### src/rtl/simple_issue_sched_if.sv
// Dispatch, CDB and issue signal bundle for simple_issue_sched.
// The master side drives dispatch, CDB, stall and flush; the slave side is the scheduler.
interface simple_issue_sched_if;
   logic        disp_valid;
   logic [80:0] disp_inst;
   logic [3:0]  disp_rob_num;
   logic        disp_ready;
   logic        cdb_valid;
   logic [3:0]  cdb_rob_num;
   logic [31:0] cdb_data;
   logic        issue_stall;
   logic        flush;
   logic        issue_valid;
   logic [80:0] issue_inst;
   logic [3:0]  issue_rob_num;
   logic [2:0]  occupancy;

   modport master (
      output disp_valid, disp_inst, disp_rob_num, cdb_valid, cdb_rob_num, cdb_data,
             issue_stall, flush,
      input  disp_ready, issue_valid, issue_inst, issue_rob_num, occupancy
   );

   modport slave (
      input  disp_valid, disp_inst, disp_rob_num, cdb_valid, cdb_rob_num, cdb_data,
             issue_stall, flush,
      output disp_ready, issue_valid, issue_inst, issue_rob_num, occupancy
   );
endinterface

### src/rtl/simple_issue_sched.sv
// Four-entry issue queue for the simple FU with CDB wakeup and single issue per cycle.
// Define SIMPLE_SCHED_AGE_EN to select the oldest ready entry instead of the lowest index.
module simple_issue_sched (
   input  logic                 clk,
   input  logic                 rst,
   simple_issue_sched_if.slave  bus
);
   localparam int unsigned NENT = 4;

   logic [NENT-1:0] ent_valid;
   logic [80:0]     ent_inst [NENT];
   logic [3:0]      ent_rob  [NENT];
`ifdef SIMPLE_SCHED_AGE_EN
   logic [1:0]      ent_age  [NENT];
   logic [1:0]      age_nxt  [NENT];
   logic [1:0]      sel_age;
`endif

   logic [NENT-1:0] ready;
   logic [NENT-1:0] valid_nxt;
   logic            sel_found, free_found;
   logic [1:0]      sel_idx, free_idx;
   logic            issue_fire, disp_fire;
   logic [80:0]     disp_woke;
   logic [2:0]      occ, occ_nxt;
   logic            iss_valid;
   logic [80:0]     iss_inst;
   logic [3:0]      iss_rob;

   assign bus.occupancy     = occ;
   assign bus.disp_ready    = (occ < 3'd4);
   assign bus.issue_valid   = iss_valid;
   assign bus.issue_inst    = iss_inst;
   assign bus.issue_rob_num = iss_rob;

   assign issue_fire = sel_found & ~bus.issue_stall;
   assign disp_fire  = bus.disp_valid & bus.disp_ready & free_found;

   always_comb begin
      sel_found  = 1'b0;
      sel_idx    = '0;
      free_found = 1'b0;
      free_idx   = '0;
`ifdef SIMPLE_SCHED_AGE_EN
      sel_age    = '0;
`endif
      for (int unsigned i = 0; i < NENT; i++) begin
         ready[i] = ent_valid[i] & ent_inst[i][38] & ent_inst[i][5];
`ifdef SIMPLE_SCHED_AGE_EN
         if (ready[i] && (!sel_found || ent_age[i] > sel_age)) begin
            sel_found = 1'b1;
            sel_idx   = 2'(i);
            sel_age   = ent_age[i];
         end
`else
         if (ready[i] && !sel_found) begin
            sel_found = 1'b1;
            sel_idx   = 2'(i);
         end
`endif
         if (!ent_valid[i] && !free_found) begin
            free_found = 1'b1;
            free_idx   = 2'(i);
         end
      end
   end

   // An instruction dispatched alongside a matching broadcast is stored already woken.
   always_comb begin
      disp_woke = bus.disp_inst;
      if (bus.cdb_valid && !bus.disp_inst[5] && bus.disp_inst[9:6] == bus.cdb_rob_num) begin
         disp_woke[37:6] = bus.cdb_data;
         disp_woke[5]    = 1'b1;
      end
      if (bus.cdb_valid && !bus.disp_inst[38] && bus.disp_inst[42:39] == bus.cdb_rob_num) begin
         disp_woke[70:39] = bus.cdb_data;
         disp_woke[38]    = 1'b1;
      end
   end

   always_comb begin
      valid_nxt = ent_valid;
      if (issue_fire) valid_nxt[sel_idx] = 1'b0;
      if (disp_fire)  valid_nxt[free_idx] = 1'b1;
      occ_nxt = '0;
      for (int unsigned i = 0; i < NENT; i++) occ_nxt = occ_nxt + 3'(valid_nxt[i]);
   end

`ifdef SIMPLE_SCHED_AGE_EN
   // Age counts the valid entries younger than this one, so ages stay unique in 0..3.
   always_comb begin
      for (int unsigned i = 0; i < NENT; i++) begin
         age_nxt[i] = ent_age[i];
         if (ent_valid[i]) begin
            age_nxt[i] = ent_age[i] + 2'(disp_fire)
                         - 2'(issue_fire && ent_age[i] > ent_age[sel_idx]);
         end
         if (disp_fire && free_idx == 2'(i)) age_nxt[i] = '0;
      end
   end
`endif

   always_ff @(posedge clk) begin
      if (rst) begin
         ent_valid <= '0;
         occ       <= '0;
         iss_valid <= 1'b0;
         iss_inst  <= '0;
         iss_rob   <= '0;
`ifdef SIMPLE_SCHED_AGE_EN
         for (int unsigned i = 0; i < NENT; i++) ent_age[i] <= '0;
`endif
      end else if (bus.flush) begin
         ent_valid <= '0;
         occ       <= '0;
         iss_valid <= 1'b0;
`ifdef SIMPLE_SCHED_AGE_EN
         for (int unsigned i = 0; i < NENT; i++) ent_age[i] <= '0;
`endif
      end else begin
         for (int unsigned i = 0; i < NENT; i++) begin
            if (ent_valid[i] && bus.cdb_valid && !ent_inst[i][5] &&
                ent_inst[i][9:6] == bus.cdb_rob_num) begin
               ent_inst[i][37:6] <= bus.cdb_data;
               ent_inst[i][5]    <= 1'b1;
            end
            if (ent_valid[i] && bus.cdb_valid && !ent_inst[i][38] &&
                ent_inst[i][42:39] == bus.cdb_rob_num) begin
               ent_inst[i][70:39] <= bus.cdb_data;
               ent_inst[i][38]    <= 1'b1;
            end
`ifdef SIMPLE_SCHED_AGE_EN
            ent_age[i] <= age_nxt[i];
`endif
         end
         if (disp_fire) begin
            ent_inst[free_idx] <= disp_woke;
            ent_rob[free_idx]  <= bus.disp_rob_num;
         end
         ent_valid <= valid_nxt;
         occ       <= occ_nxt;
         if (!bus.issue_stall) begin
            iss_valid <= sel_found;
            if (sel_found) begin
               iss_inst <= ent_inst[sel_idx];
               iss_rob  <= ent_rob[sel_idx];
            end
         end
      end
   end
endmodule

### src/flat_wrapper.sv
// flat-port wrapper written by rule: the top's interface ports become plain ports
module simple_issue_sched_flat 
  (clk, rst, bus_disp_valid, bus_disp_inst, bus_disp_rob_num, bus_cdb_valid, bus_cdb_rob_num, bus_cdb_data, bus_issue_stall, bus_flush, bus_disp_ready, bus_issue_valid, bus_issue_inst, bus_issue_rob_num, bus_occupancy);
  simple_issue_sched_if bus_i ();
  input  logic clk;
  input  logic rst;
  input wire logic [$bits(bus_i.disp_valid)-1:0] bus_disp_valid;
  input wire logic [$bits(bus_i.disp_inst)-1:0] bus_disp_inst;
  input wire logic [$bits(bus_i.disp_rob_num)-1:0] bus_disp_rob_num;
  input wire logic [$bits(bus_i.cdb_valid)-1:0] bus_cdb_valid;
  input wire logic [$bits(bus_i.cdb_rob_num)-1:0] bus_cdb_rob_num;
  input wire logic [$bits(bus_i.cdb_data)-1:0] bus_cdb_data;
  input wire logic [$bits(bus_i.issue_stall)-1:0] bus_issue_stall;
  input wire logic [$bits(bus_i.flush)-1:0] bus_flush;
  output wire logic [$bits(bus_i.disp_ready)-1:0] bus_disp_ready;
  output wire logic [$bits(bus_i.issue_valid)-1:0] bus_issue_valid;
  output wire logic [$bits(bus_i.issue_inst)-1:0] bus_issue_inst;
  output wire logic [$bits(bus_i.issue_rob_num)-1:0] bus_issue_rob_num;
  output wire logic [$bits(bus_i.occupancy)-1:0] bus_occupancy;
  assign bus_i.disp_valid = bus_disp_valid;
  assign bus_i.disp_inst = bus_disp_inst;
  assign bus_i.disp_rob_num = bus_disp_rob_num;
  assign bus_i.cdb_valid = bus_cdb_valid;
  assign bus_i.cdb_rob_num = bus_cdb_rob_num;
  assign bus_i.cdb_data = bus_cdb_data;
  assign bus_i.issue_stall = bus_issue_stall;
  assign bus_i.flush = bus_flush;
  assign bus_disp_ready = bus_i.disp_ready;
  assign bus_issue_valid = bus_i.issue_valid;
  assign bus_issue_inst = bus_i.issue_inst;
  assign bus_issue_rob_num = bus_i.issue_rob_num;
  assign bus_occupancy = bus_i.occupancy;
  simple_issue_sched u_core (.clk(clk), .rst(rst), .bus(bus_i));
endmodule
### config.mk
export PLATFORM = sky130hd
export DESIGN_NAME = simple_issue_sched_flat
export DESIGN_NICKNAME = d
export VERILOG_FILES = /design/src/rtl/simple_issue_sched_if.sv /design/src/rtl/simple_issue_sched.sv /design/src/flat_wrapper.sv
export SDC_FILE = /design/constraint.sdc
export NUM_CORES = 1
export LEC_CHECK = 0
export BUFFER_PORTS_ARGS = -buffer_cell sky130_fd_sc_hd__buf_2
export CORE_UTILIZATION = 55
export DETAILED_ROUTE_END_ITERATION = 10
export GPL_TIMING_DRIVEN = 0
export PLACE_DENSITY = 0.8
export SETUP_SLACK_MARGIN = 0.4
export SLEW_MARGIN = 20
export SYNTH_ARGS = -nofsm -noshare
export SYNTH_HDL_FRONTEND = slang
export SYNTH_SLANG_ARGS = --single-unit
### constraint.sdc
create_clock -name clk -period 4.1 [get_ports clk]
set_input_delay 0 -clock clk [delete_from_list [all_inputs] [get_ports clk]]
set_output_delay 0 -clock clk [all_outputs]
set_load 0.02 [all_outputs]
Yosys cells after proc, flatten, opt, wreduce, memory -nomap -nowiden
Memory sizes are Yosys's and may differ from the RTL's. A register that Yosys moved wholly into a read port is not among the register bits. Index checks and enable logic that the tools add are counted.

Flip-flop bits (word level): 8. Bits in writable memories: 340. Output and inout port bits: 90. Memories kept: 2.

Add/subtract/negate cells: 3. Order comparisons: 5. Eq/ne operators: 10. Multiplexer cells: 58. Bitwise logic cells: 16. Reductions and logical operators: 52.

Memory list: u_core.ent_inst (words 4, width 81, rd ports 5, clocked after memory_dff 1, write ports 5, RTL line simple_issue_sched.sv:11) `logic [80:0] ent_inst [NENT];`; u_core.ent_rob (words 4, width 4, rd ports 1, clocked after memory_dff 1, write ports 1, RTL line simple_issue_sched.sv:12) `logic [3:0] ent_rob [NENT];`.

Operator list (number): 33-bit 2-to-1 mux (2); 1-bit 2-to-1 mux (48); 4-bit equality test (10); 1-bit logical AND (32); 1-bit logical NOT (18); 1-bit AND (11); 2-bit 2-to-1 mux (4); 4-bit 2-to-1 mux (2); 3-bit by 1-bit adder with 3-bit output (2); 2-bit by 3-bit < comparator with 1-bit output (second input constant) (2); 4-bit AND (1); 1-bit demux with 2-bit select (2); 2-bit by 1-bit >= comparator with 1-bit output (second input constant) (2); 4-bit NOT (1); 4-bit OR (1); 3-bit < comparator (second input constant) (1); 3-bit AND reduction (1); 1-bit by 1-bit adder with 2-bit output (1); 1-bit NOT (2); 2-bit OR reduction (1).

Longest topological paths before layout
An unclocked memory read counts as a cell.

Word-level depth: 25. Mapped depth: 10. Mapped depth without buffers: 7.

Worst setup path after synthesis
Ideal clock, no wire load.

Path type: register to register. Start: memory u_core.ent_inst[2][6]. End: memory u_core.ent_inst[2][10] (enable). Library setup time: 0.432 ns. Data arrival time: 2.680 ns. Setup slack: 0.989 ns. Stages on the path, launching flop included: 4. Buffers on the path: 0. Clock period less this slack: 3.111 ns. Path through: edfxtp_1 -> xor2_1 -> or4_1 -> a21oi_1.

RTL lines (RTL line): from (decl) (simple_issue_sched.sv:11).

==> results.yml <==
logic_synthesis:
  yosysTopAreaCellShare_pct: 51.2
  ys_seq_elements: 433
  synth_seq_area_share_pct: 60.7
  yosysWarnings: 0
  netlist_instances: 1462
  syn-num-nets: 1592
  synth_cell_types: 47
  synth_area_mm2: 0.0199
  yosys_most_used_dff: "edfxtp_1"
  avgSynthCellArea_um2: 13.6
  synth_area_leaders: "edfxtp_1, mux2_2, dfxtp_1, a311oi_1, o221ai_1"
  yosys.cell_count.top_type: "edfxtp_1"
  synth_commonest_cells: "edfxtp_1, mux2_2, nor2_1"
  synthArstFlopShare_pct: 0
  synth_edf_count: 339
  synth_top_area_cell: "edfxtp_1"
final_layout:
  num-nets-final: 2020
  layout-drive-gt1-share_pct: 29.7
  fin_util_pct: 69.7
  fill_cells: 2428
  final_area_mm2: 0.0248
  syn2layout_area_growth_pct: 24.8
  final_cells: 2394
floorplan:
  die_y_um: 192
  rows: 69
  die_x_um: 192
  die_area_mm2: 0.0369
  start_util_pct: 55.9
  coreArea_mm2: 0.0356
  ios: 217
clock_tree:
  clk_pin_slew_ns: 0.06
  cts_tree: "yes"
  clock_latency_ns: 0.58
  cts_sinks: 433
  h-tree-depth: 2
  root_buffer: "clkbuf_16"
  cts-buffers-inserted: 46
  cts_buffer_depth: 3
power:
  swShare_pct: 22.5
  intPower_mw: 7.32
  power_mw: 9.44
  seq_power_share_pct: 50.7
  power.switching_mw: 2.12
  powerDensity_mw_per_mm2: 381
  leakagePower_nw: 9.14
  pwr-share-clk_pct: 42.3
  ir_worst_vdd_v: 0.000427
  combPwrFrac_pct: 7.0
route:
  routed_via_density: 6.60
  drtIter0Drc: 2165
  drc: 0
  first_pass_iters: 6
  ant_nets: 0
  wire_per_inst_um: 27.3
  num_vias: 15800
  wl_mm: 65.3
timing:
  timing.final.crit_share_pct: 87.9
  post-route-min-period_ns: 3.60
  postLayoutSetupSlackWorst_ns: 0.497
  maxSlewViolCount: 0
  maxSlewHeadroom_pct: 22.0
  max_clock_freq_mhz: 278
  finClkSkew_ns: 0.0209
  worst_pin_slew_ns: 1.17
  holdWs_ns: 0.0814
  rsz0062_at_grt: "false"
  setup_tns_ns: 0
  setup_viol: 0
  hold_violations: 0
critical_path:
  rr_startpoint: "u_core.bus.occupancy[2]"
  r2r_cells: 7
  critPathCaptureType: "flip-flop"
  cp.required_ns: 4.41
  start_kind: "flip-flop"
  cp_max_fo: 12
  crit_path_end: "u_core.ent_inst[3][14]"
  arrival_ns: 3.92
  r2r-end: "u_core.ent_inst[3][14]"
  crit_path_start: "u_core.bus.occupancy[2]"
  crit_type: "reg2reg"
  reg2reg_setup_slack_ns: 0.50
placed_design:
  io_buffer_count: 211
  post-place-ws_ns: 0.935
  dp.cells: 2145
  detailed_place.area_mm2: 0.0218
  place_congestion: 0.931
  dp_hpwl_mm: 42.0
grt:
  grt_overflow: 0
  antenna_found_initial: 3
  track_usage_pct: 35.0
  grt_pass1_vias: 15800
  grt_pass1_wl_mm: 94.7
  grt_max_degree: 34
worst_hold_path:
  min_path_type: "in2reg"
job:
  drv_cap: 0
status:
  status: "finished, final reports clean"
-- worst min path at each step --
stage / startpoint / end / slack, ns / depth (start not counted)
after floorplan: bus_disp_inst[0] / u_core.ent_inst[0][0] / 0.1 / 0
after global placement: bus_disp_inst[78] / u_core.ent_inst[2][78] / 0.22 / 1
after detailed placement: bus_disp_inst[78] / u_core.ent_inst[3][78] / 0.23 / 1
after CTS: bus_disp_valid / u_core.ent_valid[0] / 0.008 / 4
after global routing: bus_cdb_valid / u_core.ent_inst[2][5] / 0.05 / 4
final: bus_disp_valid / u_core.ent_inst[0][38] / 0.08 / 3
-- sequential cells by signal, indices dropped and copies added, names as in the netlist --
signal                    count
u_core.ent_inst             324
u_core.bus.issue_inst        81
u_core.ent_rob               16
u_core.bus.issue_rob_num      4
u_core.ent_valid              4
u_core.bus.occupancy          3
u_core.bus.issue_valid        1
-- power by group through the flow --
stage	clock network (mW)	registers (mW)	logic, mW
detailed placement	0	4.88	0.509
CTS	3.96	4.79	0.635
floorplan	0	4.88	0.279
global placement	0	4.88	0.484
global route	4.14	4.79	0.694
finish	3.99	4.79	0.661
-- critical path, stage by stage (launching register included) --
cell	delay [ns]
dfxtp_1	0.33
or4b_4	0.64
nor3_4	0.69
buf_8	0.25
o21ai_2	0.17
buf_2	0.31
mux2_1	0.38
dlygate4sd3_1	0.58
-- per-layer routing --
metal | global-route usage (%) | vias to the layer above | share of wire (%)
li1 | - | 6642 | -
met3 | 8.53 | 215 | 11
met2 | 57.9 | 1177 | 47
met5 | 0 | - | 0
met4 | 15.4 | 0 | 4.6
met1 | 43.6 | 7766 | 37
-- cell type report --
class	count	area [um2]	share of cell area, %
Timing Repair Buffer	380	2850	11.5
Buffer	131	577	2.33
Inverter	3	11.3	0.0454
Tap cell	461	577	2.33
Multi-Input combinational cell	895	7300	29.4
Antenna cell	5	12.5	0.0505
Clock inverter	12	82.6	0.333
Sequential cell	433	12100	48.6
Clock buffer	74	1330	5.35
-- cell families (layout without fill, tap and decap cells) --
| family | after synthesis | count (layout) | synth area share, % |
|---|---|---|---|
| multiplexers | 256 | 256 | 15.1 |
| XOR/XNOR | 40 | 40 | 1.76 |
| AO/OA/AOI/OAI | 361 | 361 | 13.6 |
| AND/OR/NAND/NOR | 235 | 235 | 5.67 |
| buffers and inverters | 134 | 600 | 2.96 |
| flip-flops | 433 | 433 | 60.7 |
| other | 0 | 5 | 0 |
| adder cells (fa/ha/maj) | 3 | 3 | 0.227 |
-- placed cells by master, fill, tap and decap left out, types with 3 or more instances in the layout --
cell	instances
buf_6	3
diode_2	5
edfxtp_1	339
o21ai_1	4
clkbuf_1	99
mux2_4	30
inv_1	3
o221ai_1	83
xor2_1	26
nor2_1	100
nand3_1	91
a311oi_1	83
nor3_1	7
o21ai_2	3
clkinv_2	6
mux2_2	187
or3b_2	3
dfxtp_1	94
a31o_4	5
clkbuf_8	7
o21ai_0	85
and2_1	6
nand2_1	8
clkbuf_16	46
buf_2	252
dlygate4sd3_1	158
xnor2_1	14
and3_1	5
buf_4	3
buf_1	6
mux2_1	39
buf_16	4
buf_8	7
nor3_4	3
a21o_1	83
-- what timing repair did --
action / in CTS / in global routing
hold buffers: 158 / 0
hold endpoints to repair: 348 / 0
setup buffers: 0 / 0
resized for setup: 0 / 0
Note: power is estimated with default switching activity, not from simulation.
